==> src/rtl/hpc1_rnd_feeder.sv <==
// rtl/hpc1_rnd_feeder.sv - LFSR-based randomness feeder for an HPC1 masked gadget.
// Seeds a 64-bit LFSR from bytes, discards a warm-up run, then streams RND_W fresh bits per word.
module hpc1_rnd_feeder #(
  parameter int security_order = 2,
  parameter int WARMUP         = 64,
  localparam int D             = security_order + 1,
  localparam int RND_W         = D * (D - 1)
) (
  input  logic             clk,
  input  logic             rst_n,
  input  logic             seed_valid,
  input  logic [7:0]       seed_data,
  output logic             seed_ready,
  input  logic             reseed,
  input  logic             rnd_ready,
  output logic             rnd_valid,
  output logic [RND_W-1:0] rnd
);

  typedef enum logic [1:0] {
    ST_SEED = 2'd0,
    ST_WARM = 2'd1,
    ST_RUN  = 2'd2
  } state_e;

  state_e             state_q, state_d;
  logic [63:0]        s_q, s_d;
  logic [2:0]         byte_cnt_q, byte_cnt_d;
  logic [7:0]         warm_cnt_q, warm_cnt_d;
  logic [RND_W-1:0]   rnd_q, rnd_d;
  logic               rnd_valid_q, rnd_valid_d;

  logic [63:0]        seed_shift;
  logic [RND_W+63:0]  adv1;
  logic [RND_W+63:0]  adv2;

  // Returns {emitted_bits, next_state}; bit i of emitted_bits comes from step i.
  function automatic logic [RND_W+63:0] advance(input logic [63:0] s_in);
    logic [63:0]      s;
    logic [RND_W-1:0] b;
    logic             fb;
    s = s_in;
    b = '0;
    for (int i = 0; i < RND_W; i++) begin
      fb   = s[63] ^ s[62] ^ s[60] ^ s[59];
      s    = {s[62:0], fb};
      b[i] = fb;
    end
    return {b, s};
  endfunction

  // The last warm-up edge discards one advance and presents the following one.
  assign adv1       = advance(s_q);
  assign adv2       = advance(adv1[63:0]);
  assign seed_shift = {s_q[55:0], seed_data};

  always_comb begin
    state_d     = state_q;
    s_d         = s_q;
    byte_cnt_d  = byte_cnt_q;
    warm_cnt_d  = warm_cnt_q;
    rnd_d       = rnd_q;
    rnd_valid_d = rnd_valid_q;
    case (state_q)
      ST_SEED: begin
        if (reseed) begin
          byte_cnt_d = 3'd0;
        end else if (seed_valid) begin
          s_d        = seed_shift;
          byte_cnt_d = byte_cnt_q + 3'd1;
          if (byte_cnt_q == 3'd7) begin
            state_d    = ST_WARM;
            warm_cnt_d = 8'd0;
            if (seed_shift == 64'h0) begin
              s_d = 64'h1;
            end
          end
        end
      end
      ST_WARM: begin
        if (reseed) begin
          state_d     = ST_SEED;
          byte_cnt_d  = 3'd0;
          rnd_valid_d = 1'b0;
        end else if (warm_cnt_q == 8'(WARMUP - 1)) begin
          s_d         = adv2[63:0];
          rnd_d       = adv2[RND_W+63:64];
          rnd_valid_d = 1'b1;
          warm_cnt_d  = warm_cnt_q + 8'd1;
          state_d     = ST_RUN;
        end else begin
          s_d        = adv1[63:0];
          warm_cnt_d = warm_cnt_q + 8'd1;
        end
      end
      ST_RUN: begin
        if (reseed) begin
          state_d     = ST_SEED;
          byte_cnt_d  = 3'd0;
          rnd_valid_d = 1'b0;
        end else if (rnd_ready) begin
          s_d   = adv1[63:0];
          rnd_d = adv1[RND_W+63:64];
        end
      end
      default: begin
        state_d     = ST_SEED;
        byte_cnt_d  = 3'd0;
        rnd_valid_d = 1'b0;
      end
    endcase
  end

  always_ff @(posedge clk or negedge rst_n) begin
    if (!rst_n) begin
      state_q     <= ST_SEED;
      s_q         <= 64'h0;
      byte_cnt_q  <= 3'd0;
      warm_cnt_q  <= 8'd0;
      rnd_q       <= '0;
      rnd_valid_q <= 1'b0;
    end else begin
      state_q     <= state_d;
      s_q         <= s_d;
      byte_cnt_q  <= byte_cnt_d;
      warm_cnt_q  <= warm_cnt_d;
      rnd_q       <= rnd_d;
      rnd_valid_q <= rnd_valid_d;
    end
  end

  assign seed_ready = (state_q == ST_SEED);
  assign rnd_valid  = rnd_valid_q;
  assign rnd        = rnd_q;

endmodule
==> config.mk <==
export PLATFORM = sky130hd
export DESIGN_NAME = hpc1_rnd_feeder
export DESIGN_NICKNAME = d
export VERILOG_FILES = /design/src/rtl/hpc1_rnd_feeder.sv
export SDC_FILE = /design/constraint.sdc
export NUM_CORES = 1
export LEC_CHECK = 0
export BUFFER_PORTS_ARGS = -buffer_cell sky130_fd_sc_hd__buf_2
export CORE_AREA = 2 2 144 146
export CTS_CLUSTER_DIAMETER = 30
export DETAILED_ROUTE_END_ITERATION = 16
export DIE_AREA = 0 0 146 148
export SLEW_MARGIN = 20
export SYNTH_ARGS = -nofsm -noshare
export SYNTH_HDL_FRONTEND = slang
export SYNTH_SLANG_ARGS = --single-unit
==> constraint.sdc <==
create_clock -name clk -period 2.6 [get_ports clk]
set_input_delay 0.13 -clock clk [delete_from_list [all_inputs] [get_ports clk]]
set_output_delay 0.13 -clock clk [all_outputs]
set_load 0.01 [all_outputs]
# Word level (Yosys, flattened, before mapping)
# Cells that the tools add are included.
# word_totals
reg_bits,84
in_bits,13
output_inout_bits,8
word_cells,106
# classes
add_sub_neg,2
n_eq_ne,15
n_mux,34
n_bitwise,37
n_reduce_logical,12
# op_table
operator,count
$mux W64,8
$pmux W64 S3,1
$logic_not A64 Y1,1
$xor A1 B1 Y1,36
$mux W8,4
$mux W6,4
$pmux W8 S2,1
$reduce_and A5 Y1,3
$ne A2 B2 Y1 const B,7
$mux W2,6
$pmux W6 S2,1
$mux W3,3
$add A8 B1 Y8 const B,1
$eq A8 B6 Y1 const B,1
$pmux W2 S3,1
$pmux W3 S2,1
$reduce_and A6 Y1,1
$ne A2 B1 Y1 const B,2
$reduce_bool A2 Y1,2
$add A3 B1 Y3 const B,1
$eq A3 B3 Y1 const B,1
$mux W1,3
$ne A3 B2 Y1 const B,1
$ne A3 B3 Y1 const B,1
other kinds (9),9

# Longest topological paths before layout
# logic_depth
depth_word,6
mapped_depth,9

# Least setup slack after synthesis
# No wires, ideal clock.
# synth_path
kind,reg-to-reg
from,reg state_q[0]
to,reg warm_cnt_q[2]
setup_time_ns,0.152
arrival_ns,1.793
path_slack_ns,0.655
stages_incl_launch_ff,7
n_path_buf,1
path_cell_list,dfrtp_1 inv_1 ha_1 buf_1 nand2_1 nor4b_1 nor2_1
# synth_between
elab_chain_len,3
elab_cells_between_ends,9
classes_between,5 x eq/ne; 1 x mux; 3 x reduce/logical
# synth_rtl
element,line,text
"start, declared",26,"state_e state_q, state_d;"
"start signal, assigned",123,state_q <= state_d;
$logic_not A2 Y1 *,n/a,
via seed_ready,13,"output logic seed_ready,"
"$ne A2 B1 Y1 (no source line), or another cell as far along",n/a,
$reduce_and A5 Y1 (no source line),n/a,
"end signal, assigned",126,warm_cnt_q <= warm_cnt_d;
"end, declared",29,"logic [7:0] warm_cnt_q, warm_cnt_d;"
# Mark *: on every way through the listed nets, which the timed path passes. The rest lies on a longest branch.
# A chain may end at the register's enable or synchronous reset.

# Worst setup path in the final report
# layout_path
from,reg state_q[0]
to,reg s_q[0]
# layout_between
elab_chain_len,3
elab_cells_between_ends,11
classes_between,7 x eq/ne; 1 x mux; 3 x reduce/logical
# layout_rtl
element,line,text
"$eq A2 B2 Y1, or another cell as far along",64,case (state_q)
$ne A2 B2 Y1 (no source line) / $reduce_bool A3 Y1 (equally long branches),n/a,
$reduce_and A6 Y1 (no source line),n/a,
"end signal, assigned",117,s_q <= 64'h0;
"end signal, assigned",124,s_q <= s_d;
"end, declared",27,"logic [63:0] s_q, s_d;"
# Several ways; a longest one is shown, not always the timed one.

==> report_table.html <==
<table>
<tr><th>Metric</th><th>Value</th></tr>
<tr><th colspan="2">Run status</th></tr>
<tr><td>Status</td><td>complete, no violations</td></tr>
<tr><th colspan="2">Logic synthesis</th></tr>
<tr><td>Flop and latch count out of synthesis</td><td>84</td></tr>
<tr><td>Post-synthesis cell type with the largest combined area</td><td>sky130_fd_sc_hd__dfrtp_1</td></tr>
<tr><td>Synth Flop Type</td><td>sky130_fd_sc_hd__dfrtp_1</td></tr>
<tr><td>Avg Synthesized Cell Area</td><td>8.98 µm²</td></tr>
<tr><td>Dominant cells by area after synthesis</td><td>sky130_fd_sc_hd__dfrtp_1 42%, sky130_fd_sc_hd__a221oi_1 11%, sky130_fd_sc_hd__o31ai_1 9.5%</td></tr>
<tr><td>Net Count, Synth</td><td>roughly 570</td></tr>
<tr><td>Part of the Yosys area used for sequential elements</td><td>0.424</td></tr>
<tr><td>Most repeated cell in the gate-level netlist after synthesis</td><td>sky130_fd_sc_hd__dfrtp_1</td></tr>
<tr><td>Cell area after synthesis</td><td>4950 µm²</td></tr>
<tr><td>Cell count after synthesis</td><td>~550</td></tr>
<tr><td>Yosys warning total</td><td>0</td></tr>
<tr><td>Fraction of registers with async set or reset after synthesis</td><td>1.00</td></tr>
<tr><td>Share of Yosys cell area claimed by the top area cell type</td><td>0.424</td></tr>
<tr><td>Most instantiated cells after synthesis</td><td>84 x sky130_fd_sc_hd__dfrtp_1, 76 x sky130_fd_sc_hd__nand2_1, 74 x sky130_fd_sc_hd__nor2_1, 63 x sky130_fd_sc_hd__o31ai_1, 61 x sky130_fd_sc_hd__a221oi_1</td></tr>
<tr><td>Post-synthesis cell type count</td><td>45</td></tr>
<tr><td>EDFF count, synth</td><td>0</td></tr>
<tr><th colspan="2">Routing</th></tr>
<tr><td>Drt via density</td><td>approximately 5.2</td></tr>
<tr><td>WL/cell</td><td>16.8 µm</td></tr>
<tr><td>Remaining design rule violation count</td><td>0</td></tr>
<tr><td>Drt first pass iters</td><td>4</td></tr>
<tr><td>Drt first-iter violations</td><td>just under 500</td></tr>
<tr><td>Drt total wl</td><td>approximately 14 mm</td></tr>
<tr><td>Post-route antenna net violation count</td><td>0</td></tr>
<tr><td>Routed vias</td><td>4227</td></tr>
<tr><th colspan="2">Global routing</th></tr>
<tr><td>Via count of the first global-routing pass</td><td>4202</td></tr>
<tr><td>Gr busiest metal</td><td>met2</td></tr>
<tr><td>Aggregate global routing overflow</td><td>0</td></tr>
<tr><td>Total routing resource utilization after global routing</td><td>0.134</td></tr>
<tr><td>Met3 layer usage reported by global route</td><td>0.0358</td></tr>
<tr><td>Antenna violations before repair</td><td>0</td></tr>
<tr><td>Wire length of the first global-routing pass</td><td>23.2 mm</td></tr>
<tr><td>Routing usage on met1</td><td>0.177</td></tr>
<tr><td>Maximum number of pins on one net before global-route repair</td><td>129</td></tr>
<tr><td>Grt met2 use</td><td>0.211</td></tr>
<tr><th colspan="2">Setup path</th></tr>
<tr><td>Data arrival time of the critical path</td><td>roughly 2.4 ns</td></tr>
<tr><td>Sort of element at the end of the critical path</td><td>flop</td></tr>
<tr><td>Standard cell with the maximum stage delay on the critical path</td><td>sky130_fd_sc_hd__ha_2</td></tr>
<tr><td>Worst R2R Path Depth</td><td>6</td></tr>
<tr><td>Stage delay of the slowest cell on the critical path</td><td>0.55 ns</td></tr>
<tr><td>Buf+Inv Stages, Crit Path</td><td>3</td></tr>
<tr><td>Instance count on the critical path</td><td>6</td></tr>
<tr><td>Required time at the worst-slack endpoint</td><td>2.82 ns</td></tr>
<tr><td>Kind of start point of the critical path</td><td>flop</td></tr>
<tr><td>Largest delay contributor family on the critical path</td><td>adder cells</td></tr>
<tr><td>Critical-path maximum fanout</td><td>61</td></tr>
<tr><td>Reg2reg setup slack</td><td>0.42 ns</td></tr>
<tr><td>Cell breakdown of the critical path</td><td>inv_1 -&gt; ha_2 -&gt; clkinv_1 -&gt; buf_4 -&gt; a2111oi_0 -&gt; a21oi_2</td></tr>
<tr><td>Type of the worst setup path</td><td>flop to flop</td></tr>
<tr><th colspan="2">Placed design</th></tr>
<tr><td>Total of buffers placed on input and output ports</td><td>20</td></tr>
<tr><td>DP Wirelength</td><td>8.77 mm</td></tr>
<tr><td>Final Wtd Congestion</td><td>just over 0.8</td></tr>
<tr><td>Placed insts</td><td>around 800</td></tr>
<tr><th colspan="2">Timing</th></tr>
<tr><td>Shortest clock period the worst path allows after layout</td><td>2.18 ns</td></tr>
<tr><td>Fmax</td><td>between 0.4 and 0.5 GHz</td></tr>
<tr><td>Total negative setup slack</td><td>0 ns</td></tr>
<tr><td>Slew headroom</td><td>0.530</td></tr>
<tr><td>Final Cycle Share</td><td>0.837</td></tr>
<tr><td>Worst clock skew</td><td>0.00716 ns</td></tr>
<tr><td>Post-route worst hold slack</td><td>0.0967 ns</td></tr>
<tr><td>Number of pins with negative max-slew slack in the final report</td><td>0</td></tr>
<tr><td>Slew @ Worst Pin</td><td>0.706 ns</td></tr>
<tr><td>Number of hold-slack violations in the final timing report</td><td>0</td></tr>
<tr><td>Setup repair after global routing missed its margin</td><td>false</td></tr>
<tr><td>Setup Viol. Count Final</td><td>0</td></tr>
<tr><th colspan="2">Clock network</th></tr>
<tr><td>Cell chosen for the clock root</td><td>sky130_fd_sc_hd__clkbuf_16</td></tr>
<tr><td>Hold_buf cts</td><td>1</td></tr>
<tr><td>Clock Sinks</td><td>between 80 and 90</td></tr>
<tr><td>Clock buffer count from CTS</td><td>9</td></tr>
<tr><td>Clock-pin slew of the registers on the worst-case setup and hold paths</td><td>0.07 ns</td></tr>
<tr><td>TritonCTS clock tree</td><td>built</td></tr>
<tr><td>H-tree level count</td><td>3</td></tr>
<tr><td>Clock Latency Late Sink</td><td>0.35 ns</td></tr>
<tr><td>Longest Clk Path Bufs</td><td>2</td></tr>
<tr><td># resized after CTS</td><td>0</td></tr>
<tr><td>Setup fix buffers added after clock tree synthesis</td><td>0</td></tr>
<tr><th colspan="2">Floorplan</th></tr>
<tr><td>Initial cell density of the core</td><td>0.247</td></tr>
<tr><td>Core region area</td><td>roughly 20000 µm²</td></tr>
<tr><td>Chip width</td><td>146 µm</td></tr>
<tr><td>Total die area</td><td>21600 µm²</td></tr>
<tr><td>Floorplan row count</td><td>52</td></tr>
<tr><td>Ports</td><td>21</td></tr>
<tr><td>Die boundary height</td><td>148 µm</td></tr>
<tr><th colspan="2">Hold path</th></tr>
<tr><td>Instance count along the most critical hold path</td><td>3</td></tr>
<tr><td>Hold/Removal Path Class</td><td>input pin to flop</td></tr>
<tr><th colspan="2">Cells and area</th></tr>
<tr><td>Layout net count</td><td>about 560</td></tr>
<tr><td>Count of placed standard cells in the final layout, fillers left out</td><td>816</td></tr>
<tr><td>ANT cells</td><td>0</td></tr>
<tr><td>Proportion of layout cells with a drive suffix above 1</td><td>0.108</td></tr>
<tr><td>Growth of design area from synthesis to finish</td><td>13.9%</td></tr>
<tr><th colspan="2">Flow run</th></tr>
<tr><td>MaxCap Viol Count</td><td>0</td></tr>
</table>
layout make-up:
| cell class | instances | area (µm²) |
|---|---|---|
| Fill cell | 2178 | 14400 |
| Multi-Input combinational cell | 403 | 2610 |
| Sequential cell | 84 | 2100 |
| Tap cell | 270 | 338 |
| Clock buffer | 11 | 253 |
| Timing Repair Buffer | 32 | 245 |
| Clock inverter | 5 | 58.8 |
| Inverter | 11 | 41.3 |
path summary, 6_finish.rpt:
kind                           end    startpoint
max                         s_q[0]    state_q[0]
min in group asynchronous  s_q[51]         rst_n
min                         s_q[6]  seed_data[6]
min reg2reg                 rnd[1]        rnd[1]
max in group asynchronous  s_q[28]         rst_n
max reg2reg                 s_q[0]    state_q[0]
kinds of logic after synthesis:
kind of cell    count (synthesis)  share of synthesized area
simple gates                  187                      0.167
compound gates                169                      0.261
flops                          84                      0.424
buf+inv                        65                     0.0556
xor+xnor                       31                     0.0548
fa+ha+maj                       9                     0.0227
mux                             7                     0.0152
worst reg2reg max path, stage by stage (launching register included):
cell and delay, ns:
sky130_fd_sc_hd__dfrtp_1 0.40, sky130_fd_sc_hd__inv_1 0.08, sky130_fd_sc_hd__ha_2 0.55, sky130_fd_sc_hd__clkinv_1 0.11
sky130_fd_sc_hd__buf_4 0.33, sky130_fd_sc_hd__a2111oi_0 0.52, sky130_fd_sc_hd__a21oi_2 0.05
layout by cell type (no fill, tap or decap), drive strengths merged, types with 3 or more instances in the layout:
cell type	n
nor2	74
ha	9
xor2	10
o21ai	13
dfrtp	84
mux2	4
clkbuf	11
xnor2	21
mux2i	3
a21o	4
nor4	13
nand2	76
nor3	3
a21oi	15
a22o	4
a22oi	3
buf	31
inv	11
nand3	5
nand4	4
a221oi	61
o31ai	63
flip-flops by register name (all words and copies together), names as in the netlist:
signal and cells:
warm_cnt_q 8, s_q 64, rnd_valid 1, byte_cnt_q 3
rnd 6, state_q 2
per-layer routing:
layer	up-vias	share of wire
met4	0	0.016
met3	10	0.058
met2	115	0.47
met1	2070	0.45
met5	-	0
li1	2032	-
per-stage QoR:
| step | setup WS (ns) | utilization | instance area (µm²) |
|---|---|---|---|
| 2_1_floorplan | 0.655 | - | 4950 |
| 4_1_cts | 0.434 | 0.282 | 5640 |
| 6_report | 0.424 | 0.282 | 5640 |
| 5_1_grt | 0.266 | 0.282 | 5640 |
| 3_5_place_dp | 0.432 | 0.266 | 5320 |
| 3_3_place_gp | 0.460 | 0.266 | 5320 |
Power is not shown: default switching activity piles up to over one toggle a cycle in this logic, so the estimate is an artifact.
